--- src/rtl/track_section_scheduler.sv ---
// track_section_scheduler
//   Round-robin arbiter sharing one single-track block section between
//   NUM_TRAINS requesters. Each grant runs GRANTED -> OCCUPIED -> HEADWAY,
//   and the occupancy sensor is supervised for entry timeout, overstay and
//   unauthorised occupancy. Faults latch until a maintainer clear.
//
// Ports
//   clk              rising-edge clock
//   reset_n          asynchronous active-low reset
//   train_request    level request per train (bit i = train i)
//   section_occupied synchronised occupancy sensor, 1 = section occupied
//   train_done       1-cycle pulse: granted train reports crossing complete
//   maint_hold       level, blocks new grants
//   fault_clear      1-cycle maintainer clear pulse
//   grant            registered one-hot grant, zero when none
//   signal_aspect    00 red, 01 yellow, 10 green
//   busy             GRANTED, OCCUPIED or HEADWAY
//   fault            FAULT state
//   timeout_count    saturating count of entry timeouts
module track_section_scheduler #(
  parameter int unsigned NUM_TRAINS    = 4,
  parameter int unsigned ENTRY_TIMEOUT = 20,
  parameter int unsigned OCC_TIMEOUT   = 100,
  parameter int unsigned HEADWAY       = 8
) (
  input  logic                  clk,
  input  logic                  reset_n,
  input  logic [NUM_TRAINS-1:0] train_request,
  input  logic                  section_occupied,
  input  logic                  train_done,
  input  logic                  maint_hold,
  input  logic                  fault_clear,
  output logic [NUM_TRAINS-1:0] grant,
  output logic [1:0]            signal_aspect,
  output logic                  busy,
  output logic                  fault,
  output logic [7:0]            timeout_count
);

  typedef enum logic [2:0] {
    S_IDLE,
    S_GRANTED,
    S_OCCUPIED,
    S_HEADWAY,
    S_FAULT
  } state_t;

  localparam logic [7:0] ENTRY_LAST = 8'(ENTRY_TIMEOUT - 1);
  localparam logic [7:0] OCC_LAST   = 8'(OCC_TIMEOUT - 1);
  localparam logic [7:0] HW_LAST    = 8'(HEADWAY - 1);

  state_t     state, state_next;
  logic [7:0] timer;
  logic [1:0] rr_ptr, rr_next;
  logic [1:0] gidx, gidx_next;
  logic       done_seen, done_next;
  logic [7:0] to_next;

  logic       pick_valid;
  logic [1:0] pick_idx;
  logic [1:0] probe;
  logic       exit_cond;

  // First requester at or after rr_ptr, wrapping modulo NUM_TRAINS.
  always_comb begin
    pick_valid = 1'b0;
    pick_idx   = rr_ptr;
    probe      = rr_ptr;
    for (int unsigned k = 0; k < NUM_TRAINS; k++) begin
      probe = rr_ptr + 2'(k);
      if (!pick_valid && train_request[probe]) begin
        pick_valid = 1'b1;
        pick_idx   = probe;
      end
    end
  end

  assign exit_cond = (done_seen | train_done) & ~section_occupied;

  always_comb begin
    state_next = state;
    gidx_next  = gidx;
    rr_next    = rr_ptr;
    done_next  = done_seen;
    to_next    = timeout_count;
    case (state)
      S_IDLE: begin
        if (section_occupied) begin
          state_next = S_FAULT;
        end else if (!maint_hold && pick_valid) begin
          state_next = S_GRANTED;
          gidx_next  = pick_idx;
        end
      end
      S_GRANTED: begin
        if (section_occupied) begin
          state_next = S_OCCUPIED;
          rr_next    = gidx + 2'd1;
        end else if (!train_request[gidx]) begin
          state_next = S_IDLE;
          rr_next    = gidx + 2'd1;
        end else if (timer == ENTRY_LAST) begin
          state_next = S_IDLE;
          rr_next    = gidx + 2'd1;
          if (timeout_count != 8'hFF) to_next = timeout_count + 8'd1;
        end
      end
      S_OCCUPIED: begin
        if (exit_cond) begin
          state_next = S_HEADWAY;
          done_next  = 1'b0;
        end else if (timer == OCC_LAST) begin
          // Drop any remembered done so it cannot release a later occupancy.
          state_next = S_FAULT;
          done_next  = 1'b0;
        end else if (train_done) begin
          done_next = 1'b1;
        end
      end
      S_HEADWAY: begin
        if (section_occupied) begin
          state_next = S_FAULT;
        end else if (timer == HW_LAST) begin
          state_next = S_IDLE;
        end
      end
      S_FAULT: begin
        if (fault_clear && !section_occupied) state_next = S_IDLE;
      end
      default: state_next = S_IDLE;
    endcase
  end

  // Outputs are registered from the next-state decode, so they always match
  // the registered state/gidx and never see inputs combinationally.
  always_ff @(posedge clk or negedge reset_n) begin
    if (!reset_n) begin
      state         <= S_IDLE;
      timer         <= '0;
      rr_ptr        <= '0;
      gidx          <= '0;
      done_seen     <= 1'b0;
      timeout_count <= '0;
      grant         <= '0;
      signal_aspect <= 2'b00;
      busy          <= 1'b0;
      fault         <= 1'b0;
    end else begin
      state         <= state_next;
      gidx          <= gidx_next;
      rr_ptr        <= rr_next;
      done_seen     <= done_next;
      timeout_count <= to_next;
      timer         <= (state_next != state) ? '0 : timer + 8'd1;
      grant         <= (state_next == S_GRANTED || state_next == S_OCCUPIED)
                       ? (NUM_TRAINS'(1) << gidx_next) : '0;
      signal_aspect <= (state_next == S_GRANTED) ? 2'b10 :
                       (state_next == S_HEADWAY) ? 2'b01 : 2'b00;
      busy          <= (state_next == S_GRANTED) || (state_next == S_OCCUPIED) ||
                       (state_next == S_HEADWAY);
      fault         <= (state_next == S_FAULT);
    end
  end

endmodule

--- config.mk ---
export PLATFORM = sky130hd
export DESIGN_NAME = track_section_scheduler
export DESIGN_NICKNAME = d
export VERILOG_FILES = /design/src/rtl/track_section_scheduler.sv
export SDC_FILE = /design/constraint.sdc
export NUM_CORES = 1
export LEC_CHECK = 0
export ABC_AREA = 0
export CAP_MARGIN = 30
export CORE_MARGIN = 2
export CORE_UTILIZATION = 40
export CTS_CLUSTER_SIZE = 14
export DETAILED_ROUTE_END_ITERATION = 10
export PLACE_DENSITY = 0.65
export SLEW_MARGIN = 15
export SYNTH_ARGS = -nofsm -noshare
export SYNTH_HDL_FRONTEND = slang
export SYNTH_SLANG_ARGS = --single-unit
--- constraint.sdc ---
create_clock -name clk -period 1.9 [get_ports clk]
set_input_delay 0.38 -clock clk [delete_from_list [all_inputs] [get_ports clk]]
set_output_delay 0.38 -clock clk [all_outputs]
set_load 0.005 [all_outputs]
Yosys cells after proc, flatten, opt, wreduce, memory -nomap -nowiden
Cells that the tools add are included.
{"block": "totals", "rom_bits": 0, "register_bits": 32, "latch_bits": 0, "elab_cells": 97, "ramBits": 0, "mem_count": 0}
{"block": "classes", "n_addsub": 6, "bitwise_logic": 3, "order_cmp": 5, "shifts": 1, "mul": 0, "n_div": 0, "eq_ne": 14, "reduce_logical": 17, "n_mux": 41}
{"cell": "two-way mux 3 bit", "n": 10}
{"cell": "two-way mux 2 bit", "n": 10}
{"cell": "adder 8 x 1 -> 8 bit, second input constant", "n": 2}
{"cell": "< comparator 2 x 3 -> 1 bit, second input constant", "n": 5}
{"cell": "one-hot mux 3 bit (5 select lines)", "n": 1}
{"cell": "two-way mux 1 bit", "n": 13}
{"cell": "== test 3 x 2 -> 1 bit, second input constant", "n": 4}
{"cell": "binary-select mux 1 bit (select 2 bit)", "n": 5}
{"cell": "== test 8 x 3 -> 1 bit, second input constant", "n": 1}
{"cell": "== test 8 x 5 -> 1 bit, second input constant", "n": 1}
{"cell": "== test 8 x 7 -> 1 bit, second input constant", "n": 1}
{"cell": "two-way mux 8 bit", "n": 1}
{"cell": "inequality test 8 bit, second input constant", "n": 1}
{"cell": "== test 3 x 1 -> 1 bit, second input constant", "n": 2}
{"cell": "== test 3 bit, second input constant", "n": 2}
{"cell": "logical AND 1 bit", "n": 5}
{"cell": "zero test 1 bit", "n": 5}
{"cell": "AND reduction 5 bit", "n": 1}
{"cell": "adder 2 x 1 -> 2 bit, second input constant", "n": 2}
{"cell": "adder 2 bit, second input constant", "n": 2}
{"cell": "two-way mux 4 bit", "n": 1}
{"cell": "AND reduction 2 bit", "n": 2}
{"cell": "<< shifter 1 x 2 -> 4 bit, first input constant", "n": 1}
{"cell": "zero test 3 bit", "n": 1}
{"cell": "other kinds (7)", "n": 8}

Depth between registers and ports, before layout
Gate-level depths: netlist of run 1.
{"block": "logic_depth", "depth_word": 19, "depth_mapped": 6}

Worst setup path before layout of run 1
OpenSTA, ideal clock, no wires.
{"block": "synth_path", "path_type": "register to register", "from": "reg state[2]", "to": "reg grant[2]", "path_buffers": 1, "slack_ns": -0.178, "required_ns": 1.777, "setup_time_ns": 0.123, "t_arrival_ns": 1.955, "stages_incl_launch_ff": 7, "cell_sequence": "dfrtp_1 > buf_6 > or4_4 > or3_4 > o41ai_4 > o21bai_1 > nor2b_1"}
{"block": "synth_between", "word_cells_on_any_way": 22}
{"element": "start, declared", "line": "52", "source": "state_t state, state_next;"}
{"element": "start signal, assigned", "line": "149", "source": "state <= state_next;"}
{"element": "zero test 3 bit", "line": "86", "source": "case (state)"}
{"element": "two-way mux 2 bit", "line": "86"}
{"element": "net gidx_next[0]", "line": "55", "source": "logic [1:0] gidx, gidx_next;"}
{"element": "<< shifter 1 x 2 -> 4 bit", "line": "156", "source": "? (NUM_TRAINS'(1) << gidx_next) : '0;"}
{"element": "two-way mux 4 bit", "line": "156"}
{"element": "end signal, assigned", "line": "155", "source": "grant <= (state_next == S_GRANTED || state_next == S_OCCUPIED)"}
{"element": "end, declared", "line": "33", "source": "output logic [NUM_TRAINS-1:0] grant,"}
The timed path passes the listed nets, and every way through them passes these cells.
A chain may end at the register's enable or synchronous reset.

Worst setup path after layout of run 1
{"block": "layout_path", "from": "reg state[2]", "to": "reg grant[0]"}
Same word-level chain as after synthesis.

==> Flow_metrics.wiki, run 1 <==
{| class="wikitable"
! Metric !! Value
|-
| Outcome || finished, violations left
|-
| Violated checks || setup timing
|-
| Maximum fanout count along the critical path || 3
|-
| Bufs on Longest Clock Path || 2
|-
| Placement Rows || 23
|-
| Time the worst path needs with I/O delays and setup || 1.97 ns
|-
| Worst Setup Slack, final || -0.0723 ns
|-
| Number of port buffers || 25
|-
| Relative max-transition margin || 73.1%
|-
| Total clock buffers created by CTS || 5
|-
| Global router's overall resource usage || 17.9%
|-
| Endpoints failing setup || 3
|-
| IO Pins || 26
|-
| Layout overhead on the synthesized area || 46.0%
|-
| Number of search-and-repair iterations in the first detailed-routing pass || 4
|-
| CP Data Required Time || 2.05 ns
|-
| Critical setup path kind || register to register
|-
| Leakage power of the design || 1.10 nW
|-
| Total die area || 0.00481 mm^2
|-
| Count of synthesis-stage warnings from yosys || 0
|-
| Post-synth net total || 183
|-
| Sinks on Clock Net || 32
|-
| Count of H-tree levels built during CTS || 2
|-
| Fill cell total of the finished layout || 331
|-
| Upper clock frequency limit || 507 MHz
|-
| Element type at the critical path start || register
|-
| Vertical die dimension || 69.4 um
|-
| Clock transition at the register clock pins on the worst setup and hold paths after CTS || 0.06 ns
|-
| Violation count after the first detailed-route iteration || 110
|-
| Global-route wire length before repair || 7040 um
|-
| Setup clock skew after layout || 0.00252 ns
|-
| Core box area || 0.00406 mm^2
|-
| RD Place Congestion || 0.858
|-
| Synthesized area per cell || 9.99 um^2
|-
| VDD IR max || 0.602 mV
|-
| Clock root buffer || sky130_fd_sc_hd__clkbuf_8
|-
| Pre-CTS worst setup slack || -0.555 ns
|-
| Hold crit path type || primary input to asynchronous set/reset pin
|-
| Total power || 2.16 mW
|-
| Average vias per placed instance || 5.32
|-
| TritonCTS clock tree || done
|-
| CP startpoint || state[2]
|-
| Number of placed instances with taps included || 275
|-
| Number of antenna violations at the first check in global routing || 0
|-
| Number of nets still failing antenna checks after routing || 0
|-
| Largest net degree at the start of global routing || 33
|-
| Critical path cell sequence || or4_4 -> or3_4 -> o41ai_4 -> o21bai_4 -> nor2_1
|-
| Reg2reg end || grant[0]
|-
| Cell at the slowest stage of the critical path || sky130_fd_sc_hd__or4_4
|-
| Power Dens Cells || 864 mW/mm^2
|-
| Starting utilization of the core area || 42.1%
|-
| Arrival time at the worst endpoint || 2.13 ns
|-
| Part of the Yosys area used for sequential elements || 46.9%
|-
| Wirelength per Cell || 14.2 um
|-
| Number of instances in the synthesized netlist || 171
|-
| Reg2Reg Launch Point || state[2]
|-
| Period utilisation layout || 104%
|-
| Destination of the critical timing path || grant[0]
|-
| Net count, final || 245
|-
| Distinct cell type count after synthesis || 45
|-
| Final Instance Count excl. Fillers || 284
|-
| HPWL Detailed || 2850 um
|-
| Final count of hold timing violations || 0
|-
| Max stage delay on crit path || 0.51 ns
|-
| Total routed wirelength || 4030 um
|-
| Number of remaining DRC errors || 0
|-
| Actual slew at the worst max-slew pin || 0.403 ns
|-
| Number of max-slew violations in the final report || 0
|-
| CTS hold repair buffers || 0
|-
| Fraction of final layout cells sized beyond drive strength 1 || 32.1%
|-
| Unrepaired setup endpoints after global routing || yes
|-
| Flop2flop setup slack || -0.07 ns
|-
| Post-layout utilization of the core || 61.5%
|-
| Category of the worst setup path capture point || register
|-
| Cell count of the worst reg-to-reg path || 5
|-
| Cell Area, Synth || 0.00171 mm^2
|-
| #FFs+latches synth || 32
|-
| Number of global-route vias before repair || 1,614
|-
| # Max-Cap Violations || 0
|-
| Total overflow reported by the global router || 0
|-
| Source-to-sink clock delay at the later pin of the worst-skew pair || 0.28 ns
|-
| Via count of the routed design || 1,512
|-
| Die outline width || 69.4 um
|-
| Number of diodes || 0
|}
-- worst min path at each step --
| stage | end | slack (ns) | from |
|---|---|---|---|
| after floorplan | busy | 0.08 | reset_n |
| after global placement | timeout_count[5] | 0.49 | timeout_count[5] |
| after detailed placement | timeout_count[5] | 0.50 | timeout_count[5] |
| after CTS | timeout_count[0] | 0.51 | reset_n |
| after global routing | timeout_count[5] | 0.54 | timeout_count[5] |
| final | timeout_count[0] | 0.50 | reset_n |
-- cell usage in the layout (no fill, tap or decap), drive strengths merged, types with 5 or more instances in the layout --
master,count
a21oi,10
inv,5
nor2b,5
o21ai,10
xnor2,6
buf,34
nor3,17
nor2,12
dfrtp,32
clkbuf,8
clkdlybuf4s50,20
xor2,8
nand2,10
-- critical path, delay by kind of cell, from the launching register on --
kind               cells  cell delay [ns]
AOI/OAI and AO/OA      2             0.55
DFF                    1             0.38
and+or+nand+nor        3             0.92
-- synth_stat cells (all sizes together) --
cell type  number  share of area (%)
dfrtp          32                 47
nor3           17                5.0
nor2           12                2.6
a21oi          10                2.9
nand2          10                2.2
o21ai          10                3.1
xor2            8                4.1
xnor2           6                3.1
inv             5                1.1
nor2b           5                1.8
mux2            4                2.6
nand3           4                1.2
and3            3                1.1
nand4           3                1.1
nor3b           3                1.3
or2             3                1.1
a21o            2               0.88
and2            2               0.73
buf             2               0.95
clkbuf          2               0.44
ha              2                1.5
nand2b          2               0.73
nand3b          2               0.88
o21a            2               0.88
o21bai          2               0.88
a21bo           1               0.59
a22oi           1               0.44
a311o           1               0.59
a32oi           1               0.51
a41oi           1               0.51
and3b           1               0.51
and4            1               0.51
nand4b          1               0.88
nand4bb         1               0.66
nor4            1               0.37
nor4b           1               0.51
nor4bb          1               0.59
o22ai           1               0.37
o31ai           1               0.44
o32ai           1               0.51
o41ai           1                1.6
or3             1               0.66
or4             1               0.66
-- power by group --
part	total, mW	internal, mW	switching (mW)
clock	0.529	0.295	0.234
sequential	0.879	0.784	0.0947
combinational	0.748	0.411	0.336
total	2.16	1.49	0.665
-- metal layers --
layer / wire length, um / track usage (%)
met2: 2140 / 30.8
met1: 1680 / 21.5
met5: 0 / 0
met4: 51 / 7.41
met3: 150 / 4.36
-- repair_timing --
| item | 4_1_cts | 5_1_grt |
|---|---|---|
| endpoints found under the setup margin | 18 | 22 |
| pin swaps | 6 | 8 |
| gates resized for setup | 16 | 19 |
| buffers inserted | 1 | 1 |
| hold endpoints to repair | 0 | 0 |
-- cells by family after synthesis --
| logic type | Yosys count | synth area share [%] |
|---|---|---|
| XOR/XNOR | 14 | 7.17 |
| multiplexers | 4 | 2.64 |
| flip-flops | 32 | 46.9 |
| AND/OR/NAND/NOR | 75 | 25.1 |
| adder cells (fa/ha/maj) | 2 | 1.46 |
| buffers and inverters | 9 | 2.49 |
| AO/OA/AOI/OAI | 35 | 14.3 |
-- registers in the layout, summed over array words and instances, names as in the netlist, 2 cells and up --
name           count
gidx               2
timer              8
grant              4
state              3
rr_ptr             2
signal_aspect      2
timeout_count      8
-- layout make-up --
type	count	area [um^2]	area share, %
flip-flops and latches	32	801	32.1
well taps	50	62.6	2.51
repair buffers	59	514	20.6
multi-input cells	130	1010	40.4
inverters	5	18.8	0.752
clock buffers	8	90.1	3.61
-- metrics by stage --
stage	cell area (um^2)	hold slack, ns	TNS [ns]
2_1_floorplan	1720	0.0844	-0.281
3_3_place_gp	2250	0.489	-8.15
3_5_place_dp	2250	0.495	-9.07
4_1_cts	2410	0.509	-0.704
5_1_grt	2490	0.542	-0.766
6_report	2490	0.495	-0.140
(Power assumes the default switching activity.)
==> run 2, diff against run 1 <==
--- a/config.mk
+++ b/config.mk
@@ -11,7 +11,7 @@
 export CORE_UTILIZATION = 40
 export CTS_CLUSTER_SIZE = 14
 export DETAILED_ROUTE_END_ITERATION = 10
-export PLACE_DENSITY = 0.65
+export PLACE_DENSITY = 0.63
 export SLEW_MARGIN = 15
 export SYNTH_ARGS = -nofsm -noshare
 export SYNTH_HDL_FRONTEND = slang
==> constraint.sdc (replaced) <==
create_clock -name clk -period 2.4 [get_ports clk]
set_input_delay 0.48 -clock clk [delete_from_list [all_inputs] [get_ports clk]]
set_output_delay 0.48 -clock clk [all_outputs]
set_load 0.005 [all_outputs]
==> run 2 against run 1 <==
  * The run now ends clean
  * Non-clock buffer count is 16 lower
  * Flip-flop and latch count stayed put
  * Combinational power is 40% lower
  * Largest power group unchanged
  * Highest routed layer unchanged
==> Flow_metrics.wiki, run 2 (synthesis gave the netlist of run 1 again) <==
{| class="wikitable"
! Metric !! Value
|-
| Outcome || complete, no violations
|-
| Number of placed instances with taps included || 260 (-5.5%)
|-
| Total die area || 0.00481 mm^2 (unchanged)
|-
| Starting utilization of the core area || 42.1% (unchanged)
|-
| Worst Path Buf+Inv || 1 (+1)
|-
| Unrepaired setup endpoints after global routing || no
|-
| TritonCTS clock tree || done
|-
| HPWL Detailed || 2890 um (+1.4%)
|-
| Flop2flop setup slack || 0.29 ns (+0.36 ns)
|-
| Cell at the slowest stage of the critical path || sky130_fd_sc_hd__or4_4
|-
| Final Instance Count excl. Fillers || 268 (-5.6%)
|-
| Share of power burned in combinational logic || 26.1% (-8.6 points)
|-
| Maximum fanout count along the critical path || 3 (unchanged)
|-
| Endpoints failing setup || 0 (-3)
|-
| Clock transition at the register clock pins on the worst setup and hold paths after CTS || 0.07 ns (about the same)
|-
| Post-detailed-placement cell area || 0.00213 mm^2 (-5.3%)
|-
| Fraction of final layout cells sized beyond drive strength 1 || 18.3% (-14 points)
|-
| Worst Hold Launch || timer[0]
|-
| Number of nets still failing antenna checks after routing || 0 (unchanged)
|-
| Cell count of the worst reg-to-reg path || 8 (+3)
|-
| Core box area || 0.00406 mm^2 (unchanged)
|-
| Wirelength per Cell || 14.0 um (-1.6%)
|-
| VDD IR max || 0.322 mV (-47%)
|-
| Count of H-tree levels built during CTS || 2 (unchanged)
|-
| RD Place Congestion || 0.860 (+0.19%)
|-
| Setup clock skew after layout || 0.00346 ns (+0.000939 ns)
|-
| Reg2reg end || timeout_count[4]
|-
| Period utilisation layout || 94.8%
|-
| IO Pins || 26 (unchanged)
|-
| Number of global-route vias before repair || 1,594 (-1.2%)
|-
| Sinks on Clock Net || 32 (unchanged)
|-
| # Max-Cap Violations || 0 (unchanged)
|-
| Registers with the highest flip-flop counts || timeout_count: 8 flops, timer: 8 flops, grant: 4 flops
|-
| Leakage power of the design || 0.989 nW (-10%)
|-
| Critical setup path kind || primary input to register
|-
| Upper clock frequency limit || 440 MHz
|-
| Actual slew at the worst max-slew pin || 0.578 ns (+0.175 ns)
|-
| Clk pwr share || 32.7% (+8.1 points)
|-
| Vertical die dimension || 69.4 um (unchanged)
|-
| Number of antenna violations at the first check in global routing || 0 (unchanged)
|-
| Average vias per placed instance || 5.31 (-0.27%)
|-
| Total routed wirelength || 3740 um (-7.1%)
|-
| Commonest non-fill, non-tap cells in the layout || 32 x sky130_fd_sc_hd__dfrtp_1, 25 x sky130_fd_sc_hd__clkdlybuf4s50_1, 18 x sky130_fd_sc_hd__buf_4
|-
| Total overflow reported by the global router || 0 (unchanged)
|-
| Final hold slack || 0.496 ns (+0.00124 ns)
|-
| Time the worst path needs with I/O delays and setup || 2.27 ns
|-
| Die outline width || 69.4 um (unchanged)
|-
| Hold-critical path depth || 1
|-
| Fill cell total of the finished layout || 371 (+12%)
|-
| Post-layout utilization of the core || 55.8% (-5.7 points)
|-
| CP Data Required Time || 2.56 ns (+0.51 ns)
|-
| Total clock buffers created by CTS || 5 (unchanged)
|-
| Most frequent standard cell in the layout excluding fill and tap cells || sky130_fd_sc_hd__dfrtp_1
|-
| Net count, final || 229 (-6.5%)
|-
| Global router's overall resource usage || 17.5% (-0.42 points)
|-
| Number of max-slew violations in the final report || 0 (unchanged)
|-
| Power Dens Cells || 755 mW/mm^2 (-13%)
|-
| CTS hold repair buffers || 0 (unchanged)
|-
| Placement Rows || 23 (unchanged)
|-
| Via count of the routed design || 1,423 (-5.9%)
|-
| Bufs on Longest Clock Path || 2 (unchanged)
|-
| Post-route cell area || 0.00226 mm^2 (-9.3%)
|-
| Relative max-transition margin || 61.4% (-12 points)
|-
| Hold worst-path end || timer[0]
|-
| Sw power || 480 uW (-28%)
|-
| Global-route wire length before repair || 6840 um (-2.9%)
|-
| Switching fraction of total power || 28.1% (-2.8 points)
|-
| Arrival time at the worst endpoint || 2.43 ns (+0.30 ns)
|-
| Number of diodes || 0 (unchanged)
|-
| Final count of hold timing violations || 0 (unchanged)
|-
| Reg2Reg Launch Point || timer[0]
|-
| Number of port buffers || 25 (unchanged)
|-
| Hold crit path type || register to register
|-
| Source-to-sink clock delay at the later pin of the worst-skew pair || 0.28 ns (about the same)
|-
| Number of search-and-repair iterations in the first detailed-routing pass || 4 (unchanged)
|-
| Largest net degree at the start of global routing || 33 (unchanged)
|-
| Category of the worst setup path capture point || register
|-
| Element type at the critical path start || primary input
|-
| Violation count after the first detailed-route iteration || 66 (-40%)
|-
| Sequential power share || 41.2% (+0.4 points)
|-
| Internal power contribution || 1.23 mW (-18%)
|-
| Clock root buffer || sky130_fd_sc_hd__clkbuf_8
|-
| Max stage delay on crit path || 0.55 ns (+0.04 ns)
|-
| Critical path cell sequence || clkdlybuf4s50_1 -> or4_4 -> or3_4 -> o41ai_4 -> o21bai_2 -> nor2_1
|-
| CP top delay family || simple AND/OR/NAND/NOR gates
|-
| Number of remaining DRC errors || 0 (unchanged)
|-
| Layout overhead on the synthesized area || 32.4%
|}
run 2: worst max-delay path by stage:
stage / startpoint / to / cells past startpoint
after floorplan: section_occupied / grant[2] / 5
after global placement: section_occupied / grant[0] / 6
after detailed placement: section_occupied / grant[0] / 6
after CTS: section_occupied / grant[0] / 6
after global routing: section_occupied / grant[2] / 7
final: section_occupied / grant[0] / 6
run 2: area by class of cell:
| class | instances | area (um^2) | area share, % |
|---|---|---|---|
| well taps | 50 | 62.6 | 2.76 |
| clock inverters | 1 | 30.0 | 1.33 |
| flip-flops and latches | 32 | 801 | 35.4 |
| repair buffers | 43 | 385 | 17.0 |
| multi-input cells | 130 | 870 | 38.4 |
| inverters | 5 | 18.8 | 0.829 |
| clock buffers | 7 | 96.3 | 4.26 |
run 2: power groups by stage:
stage	clock, mW	combinational, mW	sequential, mW
floorplan	0	0.285	0.692
global placement	0	0.436	0.706
detailed placement	0	0.446	0.714
CTS	0.573	0.449	0.703
global route	0.602	0.503	0.718
finish	0.558	0.446	0.705
run 2: per-layer routing:
layer	global-route usage, %	vias to the layer above	part of all wire [%]
met5	0	-	0
met4	7.63	0	1.6
met3	4.65	6	3.3
met2	30.2	23	52
met1	20.4	685	44
li1	-	709	-
run 2: metrics by stage:
step	setup TNS, ns	power [mW]	worst slack [ns]
after floorplan	0	0.977	0.304
after global routing	0	1.82	0.00870
after CTS	0	1.73	0.0530
after global placement	-0.856	1.14	-0.158
after detailed placement	-1.47	1.16	-0.238
final	0	1.71	0.125
run 2: timing repair:
item                                    in CTS  in global routing
hold endpoints to repair                     0                  0
endpoints found under the setup margin       0                  2
buffers inserted                             0                  0
gates resized for setup                      0                  1
